## config.mk

```make
export PLATFORM = sky130hd
export DESIGN_NAME = abs_cmd_fsm
export DESIGN_NICKNAME = d
export VERILOG_FILES = /design/src/rtl/abs_cmd_fsm.sv
export SDC_FILE = /design/constraint.sdc
export NUM_CORES = 1
export LEC_CHECK = 0
export BUFFER_PORTS_ARGS = -buffer_cell sky130_fd_sc_hd__buf_4
export CORE_ASPECT_RATIO = 1.4
export CORE_MARGIN = 2
export CORE_UTILIZATION = 49
export CTS_BUF_LIST = sky130_fd_sc_hd__clkbuf_16
export DETAILED_ROUTE_END_ITERATION = 6
export PLACE_DENSITY = 0.81
export SYNTH_ARGS = -nofsm -noshare
export SYNTH_HDL_FRONTEND = slang
export SYNTH_SLANG_ARGS = --single-unit
export TNS_END_PERCENT = 30
```

## constraint.sdc

```tcl
create_clock -name i_sys_clk -period 3.55 [get_ports i_sys_clk]
set_clock_uncertainty 0.05 [all_clocks]
set_input_delay 0.1775 -clock i_sys_clk [delete_from_list [all_inputs] [get_ports i_sys_clk]]
set_output_delay 0.1775 -clock i_sys_clk [all_outputs]
set_load 0.1 [all_outputs]
```

## src/rtl/abs_cmd_fsm.sv

```systemverilog
// rtl/abs_cmd_fsm.sv - abstract-command engine for the debug module
//
// Decodes the abstract command register, validates it, runs a request/ack
// access against the core register file and reports busy/cmderr status.
//
// Ports:
//   i_sys_clk, i_sys_rstn        clock, asynchronous active-low reset
//   i_command, i_cmd_update      command register value and write strobe
//   i_data0                      data0 value used as write data
//   i_hart_halted                access only allowed while halted
//   i_cmderr_clr                 W1C strobe for abstractcs.cmderr
//   o_cmd_busy, o_cmderr         abstractcs.busy / abstractcs.cmderr
//   o_cmd_finished               one-cycle completion pulse
//   o_data0_wr, o_data0_wdata    read-back data into data0
//   o_regno_inc, o_regno_next    postincrement write-back of command.regno
//   o_reg_req .. o_reg_wdata     register access request towards the core
//   i_reg_ack, i_reg_err, i_reg_rdata   access response from the core
module abs_cmd_fsm #(
  parameter int DATA_WIDTH     = 32,
  parameter int REGNO_WIDTH    = 16,
  parameter int TIMEOUT_CYCLES = 64
) (
  input  logic                   i_sys_clk,
  input  logic                   i_sys_rstn,
  input  logic [31:0]            i_command,
  input  logic                   i_cmd_update,
  input  logic [DATA_WIDTH-1:0]  i_data0,
  input  logic                   i_hart_halted,
  input  logic                   i_cmderr_clr,
  output logic                   o_cmd_busy,
  output logic [2:0]             o_cmderr,
  output logic                   o_cmd_finished,
  output logic                   o_data0_wr,
  output logic [DATA_WIDTH-1:0]  o_data0_wdata,
  output logic                   o_regno_inc,
  output logic [REGNO_WIDTH-1:0] o_regno_next,
  output logic                   o_reg_req,
  output logic                   o_reg_wr1_rd0,
  output logic [REGNO_WIDTH-1:0] o_reg_regno,
  output logic [DATA_WIDTH-1:0]  o_reg_wdata,
  input  logic                   i_reg_ack,
  input  logic                   i_reg_err,
  input  logic [DATA_WIDTH-1:0]  i_reg_rdata
);

  localparam logic [2:0] LEGAL_AARSIZE = 3'($clog2(DATA_WIDTH / 8));
  localparam int         CNT_W         = $clog2(TIMEOUT_CYCLES + 1);

  typedef enum logic [1:0] {ST_IDLE, ST_REQ, ST_DONE} state_t;

  state_t                 r_state, w_state_nxt;
  logic                   r_busy, w_busy_nxt;
  logic [2:0]             r_cmderr, w_cmderr_nxt;
  logic                   r_fin, w_fin_nxt;
  logic                   r_d0wr, w_d0wr_nxt;
  logic [DATA_WIDTH-1:0]  r_d0data, w_d0data_nxt;
  logic                   r_rinc, w_rinc_nxt;
  logic [REGNO_WIDTH-1:0] r_rnext, w_rnext_nxt;
  logic                   r_req, w_req_nxt;
  logic                   r_wr, w_wr_nxt;
  logic [REGNO_WIDTH-1:0] r_regno, w_regno_nxt;
  logic [DATA_WIDTH-1:0]  r_wdata, w_wdata_nxt;
  logic                   r_postinc, w_postinc_nxt;
  logic [CNT_W-1:0]       r_cnt, w_cnt_nxt;
  logic                   w_err_set;
  logic [2:0]             w_err_code;

  logic [7:0]             w_cmdtype;
  logic [2:0]             w_aarsize;
  logic                   w_postinc, w_transfer, w_write;
  logic [REGNO_WIDTH-1:0] w_cmd_regno;
  logic                   w_unused;

  assign w_cmdtype   = i_command[31:24];
  assign w_aarsize   = i_command[22:20];
  assign w_postinc   = i_command[19];
  assign w_transfer  = i_command[17];
  assign w_write     = i_command[16];
  assign w_cmd_regno = i_command[REGNO_WIDTH-1:0];
  assign w_unused    = ^{i_command[23], i_command[18]};

  always_ff @(posedge i_sys_clk or negedge i_sys_rstn) begin
    if (!i_sys_rstn) begin
      r_state   <= ST_IDLE;
      r_busy    <= 1'b0;
      r_cmderr  <= 3'd0;
      r_fin     <= 1'b0;
      r_d0wr    <= 1'b0;
      r_d0data  <= '0;
      r_rinc    <= 1'b0;
      r_rnext   <= '0;
      r_req     <= 1'b0;
      r_wr      <= 1'b0;
      r_regno   <= '0;
      r_wdata   <= '0;
      r_postinc <= 1'b0;
      r_cnt     <= '0;
    end else begin
      r_state   <= w_state_nxt;
      r_busy    <= w_busy_nxt;
      r_cmderr  <= w_cmderr_nxt;
      r_fin     <= w_fin_nxt;
      r_d0wr    <= w_d0wr_nxt;
      r_d0data  <= w_d0data_nxt;
      r_rinc    <= w_rinc_nxt;
      r_rnext   <= w_rnext_nxt;
      r_req     <= w_req_nxt;
      r_wr      <= w_wr_nxt;
      r_regno   <= w_regno_nxt;
      r_wdata   <= w_wdata_nxt;
      r_postinc <= w_postinc_nxt;
      r_cnt     <= w_cnt_nxt;
    end
  end

  // Completion pulses are computed on the transition into DONE (or on a
  // rejection in IDLE) and registered, so they appear one cycle later.
  always_comb begin
    w_state_nxt   = r_state;
    w_busy_nxt    = r_busy;
    w_fin_nxt     = 1'b0;
    w_d0wr_nxt    = 1'b0;
    w_d0data_nxt  = r_d0data;
    w_rinc_nxt    = 1'b0;
    w_rnext_nxt   = r_rnext;
    w_req_nxt     = r_req;
    w_wr_nxt      = r_wr;
    w_regno_nxt   = r_regno;
    w_wdata_nxt   = r_wdata;
    w_postinc_nxt = r_postinc;
    w_cnt_nxt     = r_cnt;
    w_err_set     = 1'b0;
    w_err_code    = 3'd0;
    w_cmderr_nxt  = r_cmderr;

    case (r_state)
      ST_IDLE: begin
        if (i_cmd_update && r_cmderr == 3'd0) begin
          if (w_cmdtype != 8'd0 || w_aarsize != LEGAL_AARSIZE) begin
            w_err_set  = 1'b1;
            w_err_code = 3'd2;
            w_fin_nxt  = 1'b1;
          end else if (!i_hart_halted) begin
            w_err_set  = 1'b1;
            w_err_code = 3'd4;
            w_fin_nxt  = 1'b1;
          end else if (!w_transfer) begin
            w_state_nxt = ST_DONE;
            w_busy_nxt  = 1'b1;
            w_fin_nxt   = 1'b1;
            if (w_postinc) begin
              w_rinc_nxt  = 1'b1;
              w_rnext_nxt = w_cmd_regno + REGNO_WIDTH'(1);
            end
          end else begin
            w_state_nxt   = ST_REQ;
            w_busy_nxt    = 1'b1;
            w_req_nxt     = 1'b1;
            w_wr_nxt      = w_write;
            w_regno_nxt   = w_cmd_regno;
            w_wdata_nxt   = i_data0;
            w_postinc_nxt = w_postinc;
            w_cnt_nxt     = '0;
          end
        end
      end

      ST_REQ: begin
        w_cnt_nxt = r_cnt + CNT_W'(1);
        if (i_reg_ack) begin
          w_state_nxt = ST_DONE;
          w_req_nxt   = 1'b0;
          w_fin_nxt   = 1'b1;
          if (i_reg_err) begin
            w_err_set  = 1'b1;
            w_err_code = 3'd3;
          end else begin
            if (!r_wr) begin
              w_d0data_nxt = i_reg_rdata;
              w_d0wr_nxt   = 1'b1;
            end
            if (r_postinc) begin
              w_rinc_nxt  = 1'b1;
              w_rnext_nxt = r_regno + REGNO_WIDTH'(1);
            end
          end
        end else if (r_cnt == CNT_W'(TIMEOUT_CYCLES - 1)) begin
          w_state_nxt = ST_DONE;
          w_req_nxt   = 1'b0;
          w_fin_nxt   = 1'b1;
          w_err_set   = 1'b1;
          w_err_code  = 3'd3;
        end
        // A command written while busy is dropped; the access carries on.
        if (i_cmd_update && !w_err_set) begin
          w_err_set  = 1'b1;
          w_err_code = 3'd1;
        end
      end

      ST_DONE: begin
        w_state_nxt = ST_IDLE;
        w_busy_nxt  = 1'b0;
        w_cnt_nxt   = '0;
        if (i_cmd_update) begin
          w_err_set  = 1'b1;
          w_err_code = 3'd1;
        end
      end

      default: w_state_nxt = ST_IDLE;
    endcase

    // cmderr is sticky: only 0 -> nonzero, unless cleared; a set beats a clear.
    if (w_err_set && (r_cmderr == 3'd0 || i_cmderr_clr)) begin
      w_cmderr_nxt = w_err_code;
    end else if (i_cmderr_clr) begin
      w_cmderr_nxt = 3'd0;
    end
  end

  assign o_cmd_busy     = r_busy;
  assign o_cmderr       = r_cmderr;
  assign o_cmd_finished = r_fin;
  assign o_data0_wr     = r_d0wr;
  assign o_data0_wdata  = r_d0data;
  assign o_regno_inc    = r_rinc;
  assign o_regno_next   = r_rnext;
  assign o_reg_req      = r_req;
  assign o_reg_wr1_rd0  = r_wr;
  assign o_reg_regno    = r_regno;
  assign o_reg_wdata    = r_wdata;

endmodule

```

### After elaboration in Yosys (flattened, before gate mapping)

Cells that the tools add are included.

* output and inout port bits: 105
* register bits after elaboration: 115
* logic and storage cells: 126

* eq/ne operators: 14
* add/sub/neg operators: 3
* muxes and demuxes: 72
* bitwise operators: 3
* reduce and logical (&&, ||, !) cells: 20

Operator list (number)
* 2-to-1 mux 16 bit: 8
* 2-to-1 mux 1 bit: 36
* adder 16 x 1 -> 16 bit, second input constant: 2
* one-hot mux 16 bit (2 select lines): 1
* 2-to-1 mux 7 bit: 4
* 2-to-1 mux 3 bit: 7
* one-hot mux 7 bit (3 select lines): 1
* inequality test 2 bit, second input constant: 9
* 2-to-1 mux 2 bit: 8
* AND reduction 4 bit: 3
* AND reduction 5 bit: 2
* one-hot mux 3 bit (3 select lines): 1
* AND reduction 9 bit: 1
* one-hot mux 1 bit (2 select lines): 4
* nonzero test 8 bit: 1
* adder 7 x 1 -> 7 bit, second input constant: 1
* == test 7 x 6 -> 1 bit, second input constant: 1
* AND reduction 6 bit: 1
* nonzero test 2 bit: 3
* one-hot mux 2 bit (2 select lines): 1
* logical AND 1 bit: 3
* logical NOT 3 bit: 1
* inequality test 3 x 2 -> 1 bit, second input constant: 1
* inequality test 3 bit, second input constant: 1
* other kinds (8): 11

### Depth between registers and ports, before layout

Gate-level depths: netlist (run 1).

* depth after elaboration: 10
* gate-level depth with buffers: 14
* mapped depth without buffers: 10

### Worst setup path after synthesis (run 1)

OpenSTA, ideal clock, no wires.

* path type: reg-to-reg
* start point: register r_state[0]
* end point: register r_rnext[12], in the netlist o_regno_next[12]
* stages on the path, launching flop included: 15
* slack: 635 ps
* path buffers: 4
* data arrival time: 2746 ps
* library setup time: 120 ps
* path through: dfrtp_1 -> buf_6 -> nand2b_1 -> buf_6 -> buf_2 -> buf_2 -> nand2_1 -> nand2_1 -> ha_1 -> nand2_1 -> mux2i_4 -> nand2_4 -> o31a_1 -> or3_1 -> a31o_1

* cells in the longest elaborated chain, start to end: 3
* elaborated cells between the ends (all ways): 13
* those cells by class: eq/ne: 9; mux: 1; reduce/logical: 3

Ends and longest elaborated chain
* from (decl): line 51 `state_t r_state, w_state_nxt;`
* from (signal assigned): line 99 `r_state <= w_state_nxt;`
* == test 2 x 1 -> 1 bit or logical NOT 2 bit (tied branches): line 136 `case (r_state)`
* inequality test 2 bit (no source line) or nonzero test 2 bit (tied branches)
* AND reduction 9 bit (no source line)
* to (signal assigned): line 106 `r_rnext <= w_rnext_nxt;`
* to (decl): line 58 `logic [REGNO_WIDTH-1:0] r_rnext, w_rnext_nxt;`

Parallel ways exist; a longest one is shown, timed or not.
A chain may end at the register's enable or synchronous reset.

### Worst setup path after layout (run 1)

* start point: register r_state[1]
* end point: register r_rnext[12], in the netlist o_regno_next[12]

Same word-level chain as after synthesis.

==> results.tsv, run 1 <==
metric	value	unit
status	finished clean	
synthToLayoutAreaGrowth	60.5	%
clk_pin_slew	0.05	ns
seq_power_share	37.1	%
path_class	flip-flop to flip-flop	
fin_setup_tns	0	ns
worstSetupStartpointType	flip-flop	
post-route-min-period	3.00	ns
r2r-start	r_state[1]	
synth_area_per_cell	12.7	um2
maxCapViolCount	0	
internal-power	2.76	mW
rsz0062_at_grt	false	
cts_tree	yes	
arrival	3.24	ns
via_per_inst	5.25	
min_from	i_command[17]	
final_nets	812	
fin_crit_sh	84.5	%
pwr-share-clk	49.6	%
core-area	10300	um2
power_frac_comb	13.3	%
swShare	24.4	%
syn_area	5210	um2
cp-end-kind	flip-flop	
p_sw	0.889	mW
slew_violations	0	
die_w	91.1	um
critPathRequiredTime	3.79	ns
relSlewSlack	36.5	%
synth_seq_area_share	55.2	%
cts_max_path_buffers	2	
cts_hold_buf	84	
top_level_ports	208	
yosys_register_bits	115	
antennaDiodeCount	0	
first_global_vias	4943	
crit_path_max_fanout	21	
port_buffers	205	
hold_class	primary input to flip-flop	
grt_pass1_wl	24600	um
row_count	44	
drt-pass1-iter-count	4	
place.gp.congestion	0.852	
post-place-cells	742	
drive_above_1_share	47.8	%
drtIter0Drc	208	
root_buffer	clkbuf_16	
htreeDepth	4	
wl_per_cell	17.9	um
overflow	0	
numCtsBuffers	17	
crit_start	r_state[1]	
max_freq	333	MHz
syn_inst	409	
final_common_cell	buf_4	
layout_common_cells	buf_4, dfrtp_1, mux2_2	
design.die.area	11500	um2
insertion_delay	0.40	ns
leakagePower	4.28	nW
powerDensity	436	nW/um2
cts.sinks	115	
post-route-drc-count	0	
dp_hpwl	9410	um
post_cts_buffers	0	
start_util	50.3	%
ir_worst_vdd	0.408	mV
hold_viol	0	
synth_cell_types	48	
worst_pin_slew	0.952	ns
cts_resized	0	
ant_nets	0	
synth_warnings	0	
final_cell_count_no_fill	858	
antenna_found_initial	0	
syn_nets	514	
grt_max_degree	76	
setup_viol	0	
drt-total-wl	15400	um
grt_usage	27.6	%
die_h	126	um
vias	4501	
sequential cells by signal, summed over array words and instances, names as in the netlist:
name / count
o_cmd_busy: 1
o_cmd_finished: 1
o_cmderr: 3
o_data0_wdata: 32
o_data0_wr: 1
o_reg_regno: 16
o_reg_req: 1
o_reg_wdata: 32
o_reg_wr1_rd0: 1
o_regno_inc: 1
o_regno_next: 16
r_cnt: 7
r_postinc: 1
r_state: 2
path summary, 6_finish.rpt:
| path | slack (ns) | depth (start not counted) | end |
|---|---|---|---|
| worst max register to register | 0.55 | 10 | o_regno_next[12] |
| worst min-delay path | 0.06 | 3 | r_state[1] |
| max in group asynchronous | 2.15 | 3 | o_reg_wdata[12] |
| min in group asynchronous | 0.40 | 2 | r_postinc |
| worst max-delay path | 0.55 | 10 | o_regno_next[12] |
| worst min register to register | 0.46 | 1 | o_data0_wdata[11] |
power groups by stage:
stage | Sequential (mW) | Combinational, mW | Clock, mW
final | 1.35 | 0.485 | 1.81
after global routing | 1.35 | 0.510 | 1.88
after CTS | 1.35 | 0.480 | 1.82
after detailed placement | 1.37 | 0.404 | 0
after global placement | 1.37 | 0.396 | 0
after floorplan | 1.53 | 0.0662 | 0
cells in the mapped netlist (all sizes together):
cell    instances  area (um2)
dfrtp         115        2880
mux2           93        1050
nand2          26         105
nor2           20        75.1
mux2i          19         228
buf            16        97.6
nand3          14        70.1
o21ai          14        70.1
inv            11        41.3
xor2           10        87.6
a21oi           8        40.0
nor3            8        45.0
and3            5        31.3
o211ai          5        42.5
xnor2           5        43.8
nand4           4        25.0
nor4            4        31.3
a31oi           3        18.8
and2            3        18.8
clkbuf          3        11.3
ha              2        25.0
nor2b           2        20.0
o221ai          2        17.5
o22ai           2        12.5
a211oi          1        7.51
a221o           1        10.0
a31o            1        8.76
and4            1        8.76
nand2b          1        6.26
nand3b          1        7.51
nand4b          1        8.76
nor3b           1        7.51
nor4b           1        15.0
o21a            1        7.51
o311ai          1        8.76
o31a            1        8.76
o31ai           1        7.51
or3             1        6.26
or4             1        7.51
worst max-delay path, stage by stage (launching register included):
cell     delay (ns)
dfrtp_1        0.62
nor2b_4        0.44
nand2_1        0.11
nand2_1        0.10
ha_1           0.19
nand2_1        0.09
mux2i_4        0.31
nand2_4        0.12
o31a_1         0.29
or3_1          0.34
a31o_1         0.23
kinds of logic (layout without fill, tap and decap cells):
| logic type | Yosys count | in the layout | synth area share (%) |
|---|---|---|---|
| DFF | 115 | 115 | 55.2 |
| muxes | 112 | 112 | 24.5 |
| and+or+nand+nor | 94 | 94 | 9.39 |
| AOI/OAI and AO/OA | 41 | 41 | 5.00 |
| buffers and inverters | 30 | 341 | 2.88 |
| xor gates and xnor gates | 15 | 15 | 2.52 |
| adders and majority gates | 2 | 2 | 0.480 |
routing by layer:
layer / vias up / track usage, % / routed length (um)
li1: 2062 / - / -
met1: 2194 / 28.0 / 5330
met2: 208 / 52.7 / 8640
met3: 37 / 6.76 / 970
met4: 0 / 11.9 / 439
met5: - / 0 / 0
through the flow:
stage          hold slack [ns]  setup WS, ns  cell area (um2)  total power, mW  util, %
6_report                0.0629         0.550             8360             3.65     80.8
4_1_cts                 0.0516         0.579             8360             3.66     80.8
2_1_floorplan           -0.168         0.635             5210             1.60        -
5_1_grt                 0.0654         0.409             8360             3.75     80.8
3_3_place_gp             0.322         0.678             6900             1.77     66.6
3_5_place_dp             0.335         0.623             6900             1.78     66.6
final cells by class:
type / count / area [um2]
multi-input combinational: 264 / 2200
sequential: 115 / 2880
clock inverter: 15 / 196
timing repair buffer: 298 / 2450
tap: 138 / 173
fill: 580 / 1990
clock buffer: 17 / 425
inverter: 11 / 41.3
Note: power is estimated with default switching activity, not from simulation.
==> run 2, diff against run 1 <==
--- a/config.mk
+++ b/config.mk
@@ -8,10 +8,10 @@
 export BUFFER_PORTS_ARGS = -buffer_cell sky130_fd_sc_hd__buf_4
 export CORE_ASPECT_RATIO = 1.4
 export CORE_MARGIN = 2
-export CORE_UTILIZATION = 49
+export CORE_UTILIZATION = 44
 export CTS_BUF_LIST = sky130_fd_sc_hd__clkbuf_16
 export DETAILED_ROUTE_END_ITERATION = 6
-export PLACE_DENSITY = 0.81
+export PLACE_DENSITY = 0.77
 export SYNTH_ARGS = -nofsm -noshare
 export SYNTH_HDL_FRONTEND = slang
 export SYNTH_SLANG_ARGS = --single-unit
==> constraint.sdc (replaced) <==
create_clock -name i_sys_clk -period 2.75 [get_ports i_sys_clk]
set_clock_uncertainty 0.05 [all_clocks]
set_input_delay 0.1375 -clock i_sys_clk [delete_from_list [all_inputs] [get_ports i_sys_clk]]
set_output_delay 0.1375 -clock i_sys_clk [all_outputs]
set_load 0.1 [all_outputs]
==> results.tsv, run 2 (same netlist as run 1, synthesis figures left out) <==
metric	value	unit	change
crit_path_max_fanout	10		was 21
swShare	26.3	%	was 24.4%
cts_tree	yes		unchanged
die_w	96.0	um	was 91.1 um
powerDensity	520	nW/um2	was 436 nW/um2
worst_pin_slew	0.945	ns	was 0.952 ns
cts_max_path_buffers	2		unchanged
top_level_ports	208		unchanged
post-route-min-period	2.46	ns	was 3.00 ns
first_global_vias	4987		was 4943
fin_setup_tns	0	ns	unchanged
pwr-share-clk	45.3	%	was 49.6%
insertion_delay	0.40	ns	about the same
root_buffer	clkbuf_16		unchanged
cts_hold_buf	84		unchanged
arrival	2.70	ns	was 3.24 ns
drt-pass1-iter-count	4		unchanged
relSlewSlack	37.0	%	was 36.5%
die_h	133	um	was 126 um
ir_worst_vdd	0.401	mV	was 0.408 mV
core-area	11700	um2	was 10300 um2
overflow	0		unchanged
setup_viol	0		unchanged
numCtsBuffers	17		unchanged
hold_viol	0		unchanged
dr_wl_met3	810	um	was 970 um
antenna_found_initial	0		unchanged
slew_violations	0		unchanged
register_area	2880	um2	about the same
slowest_stage	dfrtp_1		unchanged
port_buffers	205		unchanged
cp_top_family	compound AO/OA/AOI/OAI gates		was simple AND/OR/NAND/NOR gates
dp_hpwl	9630	um	was 9410 um
grt_pass1_wl	23400	um	was 24600 um
rsz0062_at_grt	false		unchanged
leakagePower	4.26	nW	was 4.28 nW
worstSetupStartpointType	flip-flop		unchanged
top_layer	met4		unchanged
drtIter0Drc	106		was 208
final_common_cell	buf_4		unchanged
drt-total-wl	14500	um	was 15400 um
cts_resized	0		unchanged
final_nets	815		was 812
path_class	flip-flop to flip-flop		unchanged
fin_crit_sh	89.4	%	was 84.5%
row_count	47		was 44
maxCapViolCount	0		unchanged
max_freq	407	MHz	was 333 MHz
n_fill_cell	775		was 580
cts.sinks	115		unchanged
place.gp.congestion	0.805		was 0.852
design.die.area	12700	um2	was 11500 um2
ant_nets	0		unchanged
drive_above_1_share	48.3	%	was 47.8%
antennaDiodeCount	0		unchanged
post-route-drc-count	0		unchanged
status	finished clean		unchanged
hold_class	primary input to flip-flop		unchanged
start_util	44.5	%	was 50.3%
post_cts_buffers	0		unchanged
grt_usage	23.7	%	was 27.6%
crit_chain	nand2b_1 -> buf_4 -> mux2i_4 -> o211ai_2 -> o31a_1 -> or3_1 -> a31o_1		was nor2b_4 -> nand2_1 -> nand2_1 -> ha_1 -> nand2_1 -> mux2i_4 -> nand2_4 -> o31a_1 -> or3_1 -> a31o_1
wl_per_cell	16.7	um	was 17.9 um
critPathRequiredTime	2.99	ns	was 3.79 ns
synthToLayoutAreaGrowth	59.9	%	was 60.5%
slowest_delay	0.41	ns	was 0.62 ns
multi_input_area	2200	um2	unchanged
vias	4453		was 4501
wl_met2	7980	um	was 8640 um
clk_pin_slew	0.05	ns	about the same
path_buf_inv	1		was 0
power.total	4.33	mW	was 3.65 mW
htreeDepth	4		unchanged
power_frac_comb	14.4	%	was 13.3%
internal-power	3.19	mW	was 2.76 mW
layout_common_cells	buf_4, dfrtp_1, mux2_2		unchanged
seq_power_share	40.3	%	was 37.1%
wl_met1	5250	um	was 5330 um
cp-end-kind	flip-flop		unchanged
grt_max_degree	75		was 76
via_per_inst	5.12		was 5.25
p_sw	1.14	mW	was 0.889 mW
==> run 2: power by group through the flow <==
stage                     combinational [mW]  clock [mW]  sequential, mW
after floorplan                       0.0855           0            1.98
after global placement                 0.514           0            1.77
after detailed placement               0.524           0            1.77
after CTS                              0.624        2.00            1.74
after global routing                   0.661        2.08            1.75
final                                  0.626        1.96            1.74
==> run 2: cell type report <==
class                      instances  area share [%]
clock buffer                      17            5.11
clock inverter                    15            1.23
inverter                          11           0.496
multi-input combinational        264            26.4
sequential                       115            34.6
tap                              147            2.21
timing repair buffer             301            30.0
==> run 2: through the flow <==
step           worst slack, ns  utilization (%)  hold slack, ns  cell area (um2)  std cells
2_1_floorplan           0.0226                -          -0.208             5220        409
3_3_place_gp             0.365             59.5           0.284             6960        754
3_5_place_dp             0.306             59.5           0.295             6960        754
4_1_cts                  0.300             71.2          0.0118             8330        870
5_1_grt                  0.186             71.2          0.0104             8330        870
6_report                 0.290             71.2          0.0309             8330        870
==> run 2: worst paths after layout <==
check / startpoint / endpoint / slack [ns] / cells after the start
worst max-delay path: r_state[1] / o_regno_next[12] / 0.29 / 7
worst min-delay path: i_hart_halted / o_cmderr[2] / 0.03 / 3
worst max register to register: r_state[1] / o_regno_next[12] / 0.29 / 7
worst min register to register: o_reg_wdata[31] / o_reg_wdata[31] / 0.46 / 1
max in group asynchronous: i_sys_rstn / o_data0_wdata[8] / 1.50 / 3
min in group asynchronous: i_sys_rstn / o_reg_regno[7] / 0.36 / 2
==> run 2: per-layer routing <==
metal | vias to the layer above | global-route usage, %
li1 | 2063 | -
met1 | 2194 | 24.8
met2 | 162 | 43.0
met3 | 34 | 6.55
met4 | 0 | 10.5
met5 | - | 0
==> run 2: tightest hold or removal path, stage by stage <==
cell and delay, ns:
buf_4 0.10, o22ai_1 0.05, and2_1 0.14
==> run 3, diff against run 2 <==
==> constraint.sdc (replaced) <==
create_clock -name i_sys_clk -period 2.1 [get_ports i_sys_clk]
set_clock_uncertainty 0.05 [all_clocks]
set_input_delay 0.105 -clock i_sys_clk [delete_from_list [all_inputs] [get_ports i_sys_clk]]
set_output_delay 0.105 -clock i_sys_clk [all_outputs]
set_load 0.1 [all_outputs]
==> results.tsv, run 3 (same netlist as run 1, synthesis figures left out) <==
metric	value	unit	change
first_global_vias	5193		was 4987
power.total	6.11	mW	was 4.33 mW
grt_usage	26.3	%	was 23.7%
hold_viol	0		unchanged
clk_pin_slew	0.06	ns	was 0.05 ns
via_per_inst	5.17		was 5.12
seq_power_share	37.5	%	was 40.3%
powerDensity	695	nW/um2	was 520 nW/um2
synthToLayoutAreaGrowth	68.7	%	was 59.9%
r2r-start	r_state[0]		was r_state[1]
die_h	133	um	unchanged
top_level_ports	208		unchanged
overflow	0		unchanged
placed_area	7110	um2	was 6960 um2
insertion_delay	0.41	ns	was 0.40 ns
rrSetupSlack	-0.12	ns	was 0.29 ns
reg2reg_depth	8		was 7
port_buffers	205		unchanged
worst_pin_slew	0.514	ns	was 0.945 ns
cts_max_path_buffers	2		unchanged
place.gp.congestion	0.830		was 0.805
design.die.area	12700	um2	unchanged
drt-total-wl	16200	um	was 14500 um
setup_slack	-0.123	ns	was 0.290 ns
htreeDepth	4		unchanged
wl_per_cell	18.2	um	was 16.7 um
ir_worst_vdd	0.627	mV	was 0.401 mV
start_util	44.5	%	unchanged
arrival	2.47	ns	was 2.70 ns
grt_pass1_wl	25600	um	was 23400 um
status	complete, but fails checks		was finished clean
fin_area	8790	um2	was 8330 um2
path_class	flip-flop to flip-flop		unchanged
cts.sinks	115		unchanged
vias	4612		was 4453
post-place-cells	766		was 754
final_nets	836		was 815
fin_hold_ws	0.0307	ns	was 0.0309 ns
cts_tree	yes		unchanged
r2r-end	o_regno_next[12]		unchanged
crit_path_max_fanout	12		was 10
critPathRequiredTime	2.35	ns	was 2.99 ns
fin_crit_sh	106	%	was 89.4%
rsz0062_at_grt	true		was false
post-route-drc-count	0		unchanged
pwr-share-clk	48.4	%	was 45.3%
layout_common_cells	buf_4, dfrtp_1, mux2_2		unchanged
slew_violations	0		unchanged
internal-power	4.50	mW	was 3.19 mW
maxCapViolCount	0		unchanged
leakagePower	4.43	nW	was 4.26 nW
setup_viol	3		was 0
swShare	26.4	%	was 26.3%
drt-pass1-iter-count	5		was 4
ant_nets	0		unchanged
root_buffer	clkbuf_16		unchanged
final_common_cell	buf_4		unchanged
drive_above_1_share	53.0	%	was 48.3%
failed_checks	negative setup slack		
die_w	96.0	um	unchanged
min_from	i_command[17]		was i_hart_halted
final_cell_count_no_fill	892		was 870
core-area	11700	um2	unchanged
p_sw	1.62	mW	was 1.14 mW
power_frac_comb	14.1	%	was 14.4%
hold_class	primary input to flip-flop		unchanged
min_path_cells	3		unchanged
antenna_found_initial	1		was 0
dp_hpwl	10100	um	was 9630 um
drtIter0Drc	301		was 106
cp-end-kind	flip-flop		unchanged
post-route-min-period	2.22	ns	was 2.46 ns
row_count	47		unchanged
hold_end	r_state[1]		was o_cmderr[2]
grt_max_degree	54		was 75
numCtsBuffers	17		unchanged
relSlewSlack	65.7	%	was 37.0%
worstSetupStartpointType	flip-flop		unchanged
max_freq	450	MHz	was 407 MHz
run 3: what timing repair did:
action / 4_1_cts / 5_1_grt
hold endpoints to repair: 122 / 0
buffers inserted: 5 / 1
pin swaps: 8 / 10
gates resized for setup: 9 / 20
hold buffers: 85 / 0
setup endpoints to repair: 42 / 59
gates cloned: 1 / 1
run 3: power groups by stage:
stage / logic, mW / registers (mW) / clock network, mW
floorplan: 0.114 / 2.60 / 0
detailed placement: 0.700 / 2.33 / 0
finish: 0.861 / 2.29 / 2.96
global route: 0.906 / 2.30 / 3.12
global placement: 0.687 / 2.32 / 0
CTS: 0.842 / 2.29 / 2.99
run 3: how the worst max path moves through the flow:
stage	to	startpoint	depth (start not counted)	slack, ns
3_5_place_dp	o_regno_next[12]	r_state[0]	10	-0.18
2_1_floorplan	o_regno_next[12]	r_state[0]	14	-0.56
6_report	o_regno_next[12]	r_state[0]	8	-0.12
5_1_grt	o_regno_next[12]	r_state[1]	10	-0.20
3_3_place_gp	o_regno_next[12]	r_state[0]	10	-0.11
4_1_cts	o_regno_next[12]	r_state[0]	11	-0.11
run 3: area by class of cell:
type,count,area [um2]
Clock inverter,15,181
Inverter,11,41.3
Clock buffer,17,425
Multi-Input combinational cell,264,2300
Tap cell,147,184
Antenna cell,1,2.50
Fill cell,688,2920
Sequential cell,115,2890
Timing Repair Buffer,322,2760
run 3: worst max-delay path: stages (launching register included):
cell and delay [ns]:
dfrtp_1 0.39, buf_6 0.13, nand2b_4 0.09, buf_8 0.18, mux2i_2 0.26, o211ai_2 0.15
o31a_1 0.29, or3_1 0.36, a31o_1 0.22
run 3: metal layers:
| metal | part of all wire (%) | track usage, % | vias to the layer above | routed length (um) |
|---|---|---|---|---|
| li1 | - | - | 2113 | - |
| met1 | 36 | 29.0 | 2300 | 5900 |
| met2 | 56 | 46.2 | 166 | 9020 |
| met3 | 5.0 | 6.26 | 33 | 809 |
| met4 | 3.0 | 12.9 | 0 | 480 |
| met5 | 0 | 0 | - | 0 |
run 3: per-stage QoR:
stage | TNS (ns) | worst slack [ns] | utilization [%]
floorplan | -3.05 | -0.558 | -
global placement | -0.197 | -0.113 | 60.7
detailed placement | -0.646 | -0.181 | 60.7
CTS | -0.250 | -0.107 | 74.1
global route | -1.04 | -0.196 | 75.1
finish | -0.206 | -0.123 | 75.1
